**config.mk**
```make
export PLATFORM = sky130hd
export DESIGN_NAME = disparity_frame_ctrl_flat
export DESIGN_NICKNAME = d
export VERILOG_FILES = /design/src/rtl/disparity_frame_ctrl_if.sv /design/src/rtl/disparity_frame_ctrl.sv /design/src/flat_wrapper.sv
export SDC_FILE = /design/constraint.sdc
export NUM_CORES = 1
export LEC_CHECK = 0
export ABC_CLOCK_PERIOD_IN_PS = 2500
export BUFFER_PORTS_ARGS = -buffer_cell sky130_fd_sc_hd__buf_2
export CAP_MARGIN = 20
export CORE_ASPECT_RATIO = 0.8
export CORE_MARGIN = 2
export CORE_UTILIZATION = 45
export CTS_CLUSTER_DIAMETER = 80
export DETAILED_ROUTE_END_ITERATION = 16
export PLACE_DENSITY = 0.67
export SLEW_MARGIN = 10
export SYNTH_ARGS = -nofsm -noshare
export SYNTH_HDL_FRONTEND = slang
export SYNTH_SLANG_ARGS = --single-unit
```
**constraint.sdc**
```tcl
create_clock -name clk -period 2.5 [get_ports clk]
set_input_delay 0.25 -clock clk [delete_from_list [all_inputs] [get_ports clk]]
set_output_delay 0.25 -clock clk [all_outputs]
set_load 0.005 [all_outputs]
```
**src/rtl/disparity_frame_ctrl_if.sv**
```systemverilog
// Handshake bundle between the frame sequencer, the camera FIFO, the frame RAMs and the disparity core.
// The master modport is the sequencer side; the slave modport is the environment side.
interface disparity_frame_ctrl_if #(
    parameter int ADDR_W = 11
);
    logic              enable;
    logic              buffer_ready;
    logic              fifo_rd;
    logic              wr_en;
    logic [ADDR_W-1:0] wr_addr;
    logic              image_sel;
    logic              core_start;
    logic              core_idle;
    logic              busy;
    logic              done;
    logic [7:0]        frame_count;

    modport master (
        input  enable, buffer_ready, core_idle,
        output fifo_rd, wr_en, wr_addr, image_sel, core_start, busy, done, frame_count
    );

    modport slave (
        output enable, buffer_ready, core_idle,
        input  fifo_rd, wr_en, wr_addr, image_sel, core_start, busy, done, frame_count
    );
endinterface

```
**src/rtl/disparity_frame_ctrl.sv**
```systemverilog
// Captures a left then a right frame from the camera FIFO into the frame RAMs, then runs the disparity core.
// Define DISP_CTRL_CONTINUOUS_EN to loop capture/compute forever after the first enable.
module disparity_frame_ctrl #(
    parameter int WIDTH  = 46,
    parameter int HEIGHT = 30,
    parameter int ADDR_W = 11
) (
    input logic                    clk,
    input logic                    reset,
    disparity_frame_ctrl_if.master bus
);
    localparam int                PIXELS   = WIDTH * HEIGHT;
    localparam logic [ADDR_W-1:0] LAST_PIX = ADDR_W'(PIXELS - 1);

    typedef enum logic [2:0] {
        IDLE,
        READ,
        SWAP,
        START,
        COMPUTE,
        DONE
    } state_t;

    state_t            state;
    state_t            state_next;
    logic              fifo_rd;
    logic [ADDR_W-1:0] rd_cnt;
    logic              image_sel;
    logic              seen_busy;
    logic [7:0]        frame_count;
    logic              wr_en_p1;
    logic [ADDR_W-1:0] wr_addr_p1;

    always_ff @(posedge clk or posedge reset) begin
        if (reset) begin
            state <= IDLE;
        end else begin
            state <= state_next;
        end
    end

    always_comb begin
        state_next = state;
        fifo_rd    = 1'b0;
        case (state)
            IDLE: begin
                if (bus.enable) state_next = READ;
            end
            READ: begin
                fifo_rd = bus.buffer_ready;
                if (bus.buffer_ready && rd_cnt == LAST_PIX) state_next = SWAP;
            end
            SWAP: begin
                state_next = image_sel ? START : READ;
            end
            START: begin
                state_next = COMPUTE;
            end
            COMPUTE: begin
                // A core that never drops idle after the start pulse keeps us here by design.
                if (seen_busy && bus.core_idle) state_next = DONE;
            end
            DONE: begin
`ifdef DISP_CTRL_CONTINUOUS_EN
                state_next = READ;
`else
                state_next = IDLE;
`endif
            end
            default: state_next = IDLE;
        endcase
    end

    always_ff @(posedge clk or posedge reset) begin
        if (reset) begin
            rd_cnt      <= '0;
            image_sel   <= 1'b0;
            seen_busy   <= 1'b0;
            frame_count <= '0;
            wr_en_p1    <= 1'b0;
            wr_addr_p1  <= '0;
        end else begin
            // p1: RAM write lags the FIFO read strobe by one cycle while data arrives
            wr_en_p1   <= fifo_rd;
            wr_addr_p1 <= rd_cnt;
            case (state)
                IDLE: begin
                    if (bus.enable) begin
                        rd_cnt    <= '0;
                        image_sel <= 1'b0;
                    end
                end
                READ: begin
                    // Hold on the last pixel so the counter never wraps inside a frame.
                    if (fifo_rd && rd_cnt != LAST_PIX) rd_cnt <= rd_cnt + 1'b1;
                end
                SWAP: begin
                    if (!image_sel) begin
                        image_sel <= 1'b1;
                        rd_cnt    <= '0;
                    end
                end
                START: begin
                    seen_busy <= 1'b0;
                end
                COMPUTE: begin
                    if (!bus.core_idle) seen_busy <= 1'b1;
                end
                DONE: begin
                    frame_count <= frame_count + 1'b1;
`ifdef DISP_CTRL_CONTINUOUS_EN
                    rd_cnt    <= '0;
                    image_sel <= 1'b0;
`endif
                end
                default: ;
            endcase
        end
    end

    assign bus.fifo_rd     = fifo_rd;
    assign bus.wr_en       = wr_en_p1;
    assign bus.wr_addr     = wr_addr_p1;
    assign bus.image_sel   = image_sel;
    assign bus.core_start  = (state == START);
    assign bus.busy        = (state != IDLE);
    assign bus.done        = (state == DONE);
    assign bus.frame_count = frame_count;
endmodule
```
**src/flat_wrapper.sv**
```systemverilog
// flat-port wrapper written by rule: the top's interface ports become plain ports
module disparity_frame_ctrl_flat 
#(
    parameter int WIDTH  = 46,
    parameter int HEIGHT = 30,
    parameter int ADDR_W = 11
)
  (clk, reset, bus_enable, bus_buffer_ready, bus_core_idle, bus_fifo_rd, bus_wr_en, bus_wr_addr, bus_image_sel, bus_core_start, bus_busy, bus_done, bus_frame_count);
  disparity_frame_ctrl_if #(.ADDR_W(ADDR_W)) bus_i ();
  input logic clk;
  input logic reset;
  input wire logic [$bits(bus_i.enable)-1:0] bus_enable;
  input wire logic [$bits(bus_i.buffer_ready)-1:0] bus_buffer_ready;
  input wire logic [$bits(bus_i.core_idle)-1:0] bus_core_idle;
  output wire logic [$bits(bus_i.fifo_rd)-1:0] bus_fifo_rd;
  output wire logic [$bits(bus_i.wr_en)-1:0] bus_wr_en;
  output wire logic [$bits(bus_i.wr_addr)-1:0] bus_wr_addr;
  output wire logic [$bits(bus_i.image_sel)-1:0] bus_image_sel;
  output wire logic [$bits(bus_i.core_start)-1:0] bus_core_start;
  output wire logic [$bits(bus_i.busy)-1:0] bus_busy;
  output wire logic [$bits(bus_i.done)-1:0] bus_done;
  output wire logic [$bits(bus_i.frame_count)-1:0] bus_frame_count;
  assign bus_i.enable = bus_enable;
  assign bus_i.buffer_ready = bus_buffer_ready;
  assign bus_i.core_idle = bus_core_idle;
  assign bus_fifo_rd = bus_i.fifo_rd;
  assign bus_wr_en = bus_i.wr_en;
  assign bus_wr_addr = bus_i.wr_addr;
  assign bus_image_sel = bus_i.image_sel;
  assign bus_core_start = bus_i.core_start;
  assign bus_busy = bus_i.busy;
  assign bus_done = bus_i.done;
  assign bus_frame_count = bus_i.frame_count;
  disparity_frame_ctrl #(.WIDTH(WIDTH), .HEIGHT(HEIGHT), .ADDR_W(ADDR_W)) u_core (.clk(clk), .reset(reset), .bus(bus_i));
endmodule
```
=== After elaboration in Yosys (flattened, before gate mapping) ===
Index checks and enable logic that the tools add are counted.

* Output and inout port bits: 25
* Register bits: 36
* Logic and storage cells: 48
* Input bits: 5

* Reduce and logical (&&, ||, !) cells: 12
* Muxes and demuxes: 14
* Add/sub/neg operators: 2
* Equal/unequal tests: 13

{| class="wikitable"
|+ Operator list
! kind !! number
|-
| 2-to-1 mux 11 bit || 3
|-
| one-hot mux 11 bit (3 select lines) || 1
|-
| one-hot mux 3 bit (5 select lines) || 1
|-
| adder 11 x 1 -> 11 bit (second input constant) || 1
|-
| equality test 11 bit (second input constant) || 1
|-
| != test 11 bit (second input constant) || 1
|-
| 2-to-1 mux 3 bit || 3
|-
| adder 8 x 1 -> 8 bit (second input constant) || 1
|-
| equality test 3 x 2 -> 1 bit (second input constant) || 2
|-
| equality test 3 bit (second input constant) || 2
|-
| != test 2 x 1 -> 1 bit (second input constant) || 3
|-
| != test 2 bit (second input constant) || 3
|-
| nonzero test 3 bit || 2
|-
| one-hot mux 1 bit (2 select lines) || 2
|-
| AND reduction 2 bit || 2
|-
| AND reduction 4 bit || 1
|-
| nonzero test 2 bit || 2
|-
| equality test 3 x 1 -> 1 bit (second input constant) || 1
|-
| logical AND 1 bit || 3
|-
| logical NOT 3 bit || 1
|-
| 2-to-1 mux 1 bit || 3
|-
| AND reduction 3 bit || 1
|-
| 2-to-1 mux 2 bit || 1
|}

=== Logic depth before layout (Yosys ltp) ===
* Word-level depth: 5
* Depth in mapped cells: 6
* Gate-level depth less buffers: 5

=== Least setup slack after synthesis ===
OpenSTA, ideal clock, no wires.

* Path kind: register to register
* Start: reg u_core.rd_cnt[3]
* End: reg u_core.rd_cnt[10]
* Stages on the path, launching flop included: 5
* Setup time: 90 ps
* Arrival: 1567 ps
* Period minus slack after synthesis: 1657 ps
* Data required time: 2410 ps
* Path buffers: 0
* Path slack: 843 ps
* Cells stage by stage: dfrtp_1 or4b_4 nor4_4 a21oi_2 o221ai_1

* Longest elaborated chain between the ends: 4
* Elaborated cells between the ends (all ways): 7
* Those cells by class: 1 x add/sub; 2 x eq/ne; 2 x mux; 2 x reduce/logical

{| class="wikitable"
|+ RTL lines
! item !! line !! source
|-
| start, declared || disparity_frame_ctrl.sv:27 || <nowiki>logic [ADDR_W-1:0] rd_cnt;</nowiki>
|-
| start signal, assigned || disparity_frame_ctrl.sv:95 || <nowiki>if (fifo_rd && rd_cnt != LAST_PIX) rd_cnt <= rd_cnt + 1'b1;</nowiki>
|-
| parallel branches: the longest is 4 deep, another holds adder 11 x 1 -> 11 bit || n/a ||
|}

Several ways; the timed one is not identified. The select of a mux whose other input is x is not followed.
A chain may end at the register's enable or synchronous reset.

=== Final worst setup path ===
Same ends and word-level chain as after synthesis.

==> run metrics <==
outcome complete, no violations; chip height 56.6 µm; endpoints failing hold 0; total grt overflow 0; LEAKAGE 0.949 nW; DRT iter0 DRCs 43; CTS Hold Bufs 1; Sink Count 36; Synth Register Bits 36; largest net degree at the start of global routing 18; final setup fails 0; Fin Hold WS about 0.26 ns; Post-synth EDFFs 0; kind of critical path reg -> reg; CP max FO 10; Fmax 550 MHz; hpwl dp 2090 µm; GR Util All Layers 15.6%; layout cell share with drive strength beyond 1 27.8%; fin crit period 1.82 ns; post-synthesis sequential area ratio 57.9%; max-slew violation count 0; Avg WL per Cell between 10 and 15 µm; CTS tree done; chip width 69.7 µm; Worst setup EP type register; RSZ-0062 raised after global routing false; Synth Cell Area 1560 µm²; Startpoint Class register; IO Count 30; Syn Inst Count 141; Synth area leaders dfrtp_1, nand2_1, a31oi_1; syn_nets 148; first-pass GRT wire length 4760 µm; ys async rst share between 90% and 100%; Max Cap Viol 0; cell taking the most area after synthesis dfrtp_1; initial antenna violation count 0; clock-pin transition on the worst setup and hold timing paths 0.07 ns; worst min path class in -> reg; Final Cycle Share 72.8%; final core occ a little under three fifths; Setup Buffers After CTS 0; deepest level of the CTS H-tree 2; Rows 19; post-route ant nets 0; Initial Utilization 46.1%; Core ar. 3380 µm²; setup TNS 0 ns; ANT cells 0; Netlist cell types between 40 and 50; Worst Tran Pin Value approximately 0.46 ns; die area 3950 µm²; # port buffers 29; syn avg cell area 11.0 µm²; vias after detailed routing 1162; DRT Pass-1 Iters 4; DR vias/cell roughly 5.3; CTS max path bufs 2; DR DRC count 0; Root Buffer clkbuf_8; slew margin rel. 69.1%; Worst-Skew Late Latency ~0.28 ns; Final #Nets between 150 and 200; WP data required 2.70 ns; Top FF cell, synth dfrtp_1; VDD IR max between 0.0005 and 0.0006 V; Placed Cells 209; post-synth top area share just under 60%; WL final 2870 µm; Power Density 796 nW/µm²; overall power 1.50 mW; routability congestion estimate 0.813; Worst Skew 0.00620 ns; vias in the first global route 1058; synthesis-to-layout area growth 21.1%; CTS resizes 0; Num CTS Buffers 5; synth warn 0; Non-Filler Instances between 200 and 250; WP data arrival 2.02 ns
==> Yosys cell counts (3+ instances only) <==
library cell / number
nand3_1: 6
o211ai_1: 3
nand4_1: 4
dfrtp_1: 36
and3_1: 3
nor2_1: 8
nand2_1: 16
o21ai_0: 7
inv_1: 8
xor2_1: 4
clkbuf_1: 3
a31oi_1: 7
xnor2_1: 3
==> where the power goes <==
group	switching [mW]	internal, mW	total [mW]
clock network	0.193	0.352	0.545
registers	0.0886	0.672	0.760
logic	0.0971	0.0963	0.193
total	0.379	1.12	1.50
==> routing by layer <==
metal	wire length (µm)	part of all wire [%]	track usage, %
met5	0	0	0
met2	1210	42	21.3
met4	35	1.2	4.95
met3	198	6.9	7.00
met1	1420	50	22.1
==> kinds of logic after synthesis <==
logic type / Yosys count / synth area share [%]
buf+inv: 13 / 3.30
mux: 2 / 1.37
flops: 36 / 57.9
fa+ha+maj: 2 / 1.61
compound gates: 29 / 12.5
simple gates: 52 / 19.4
xor+xnor: 7 / 3.94
==> worst paths after layout <==
kind                                   from                   endpoint  slack (ns)  cells after the start
min in group asynchronous             reset  u_core.bus.frame_count[7]        0.46                      3
setup / recovery           u_core.rd_cnt[3]          u_core.rd_cnt[10]        0.68                      4
setup reg to reg           u_core.rd_cnt[3]          u_core.rd_cnt[10]        0.68                      4
max in group asynchronous             reset           u_core.rd_cnt[0]        1.50                      4
hold / removal                   bus_enable       u_core.bus.image_sel        0.26                      3
hold reg to reg            u_core.rd_cnt[1]      u_core.bus.wr_addr[1]        0.45                      0
==> layout by cell type (no fill, tap or decap), types with 2 or more instances in the layout <==
cell type  instances
nand2_1           16
a21oi_1            2
and3_1             3
nand3_1            6
buf_4              2
o21ai_0            7
inv_1              8
a31oi_1            7
or4_1              2
nor2_1             8
xor2_1             4
ha_1               2
o211ai_1           3
buf_2             29
clkbuf_8           7
nand4_1            4
xnor2_1            3
dfrtp_1           36
==> worst max-delay path: stages (launching register included) <==
cell,delay [ns]
dfrtp_1,0.47
or4b_4,0.57
nor4_4,0.27
a21oi_2,0.21
o221ai_1,0.21
==> state kept, by name, indices dropped and copies added (netlist names) <==
register and count:
u_core.bus.frame_count 8, u_core.bus.image_sel 1, u_core.bus.wr_addr 11, u_core.bus.wr_en 1
u_core.rd_cnt 11, u_core.seen_busy 1, u_core.state 3
==> area by class of cell <==
class                      instances  area [µm²]
fill                             289        1490
sequential                        36         901
multi-input combinational         92         603
timing repair buffer              32         170
clock buffer                       7        96.3
tap                               42        52.6
clock inverter                     1        30.0
inverter                           8        30.0
==> stage by stage <==
step	instance area, µm²	worst slack, ns
finish	1880	0.680
CTS	1880	0.670
floorplan	1560	0.843
detailed placement	1750	0.684
global route	1880	0.536
global placement	1750	0.722
(Power assumes the default switching activity.)
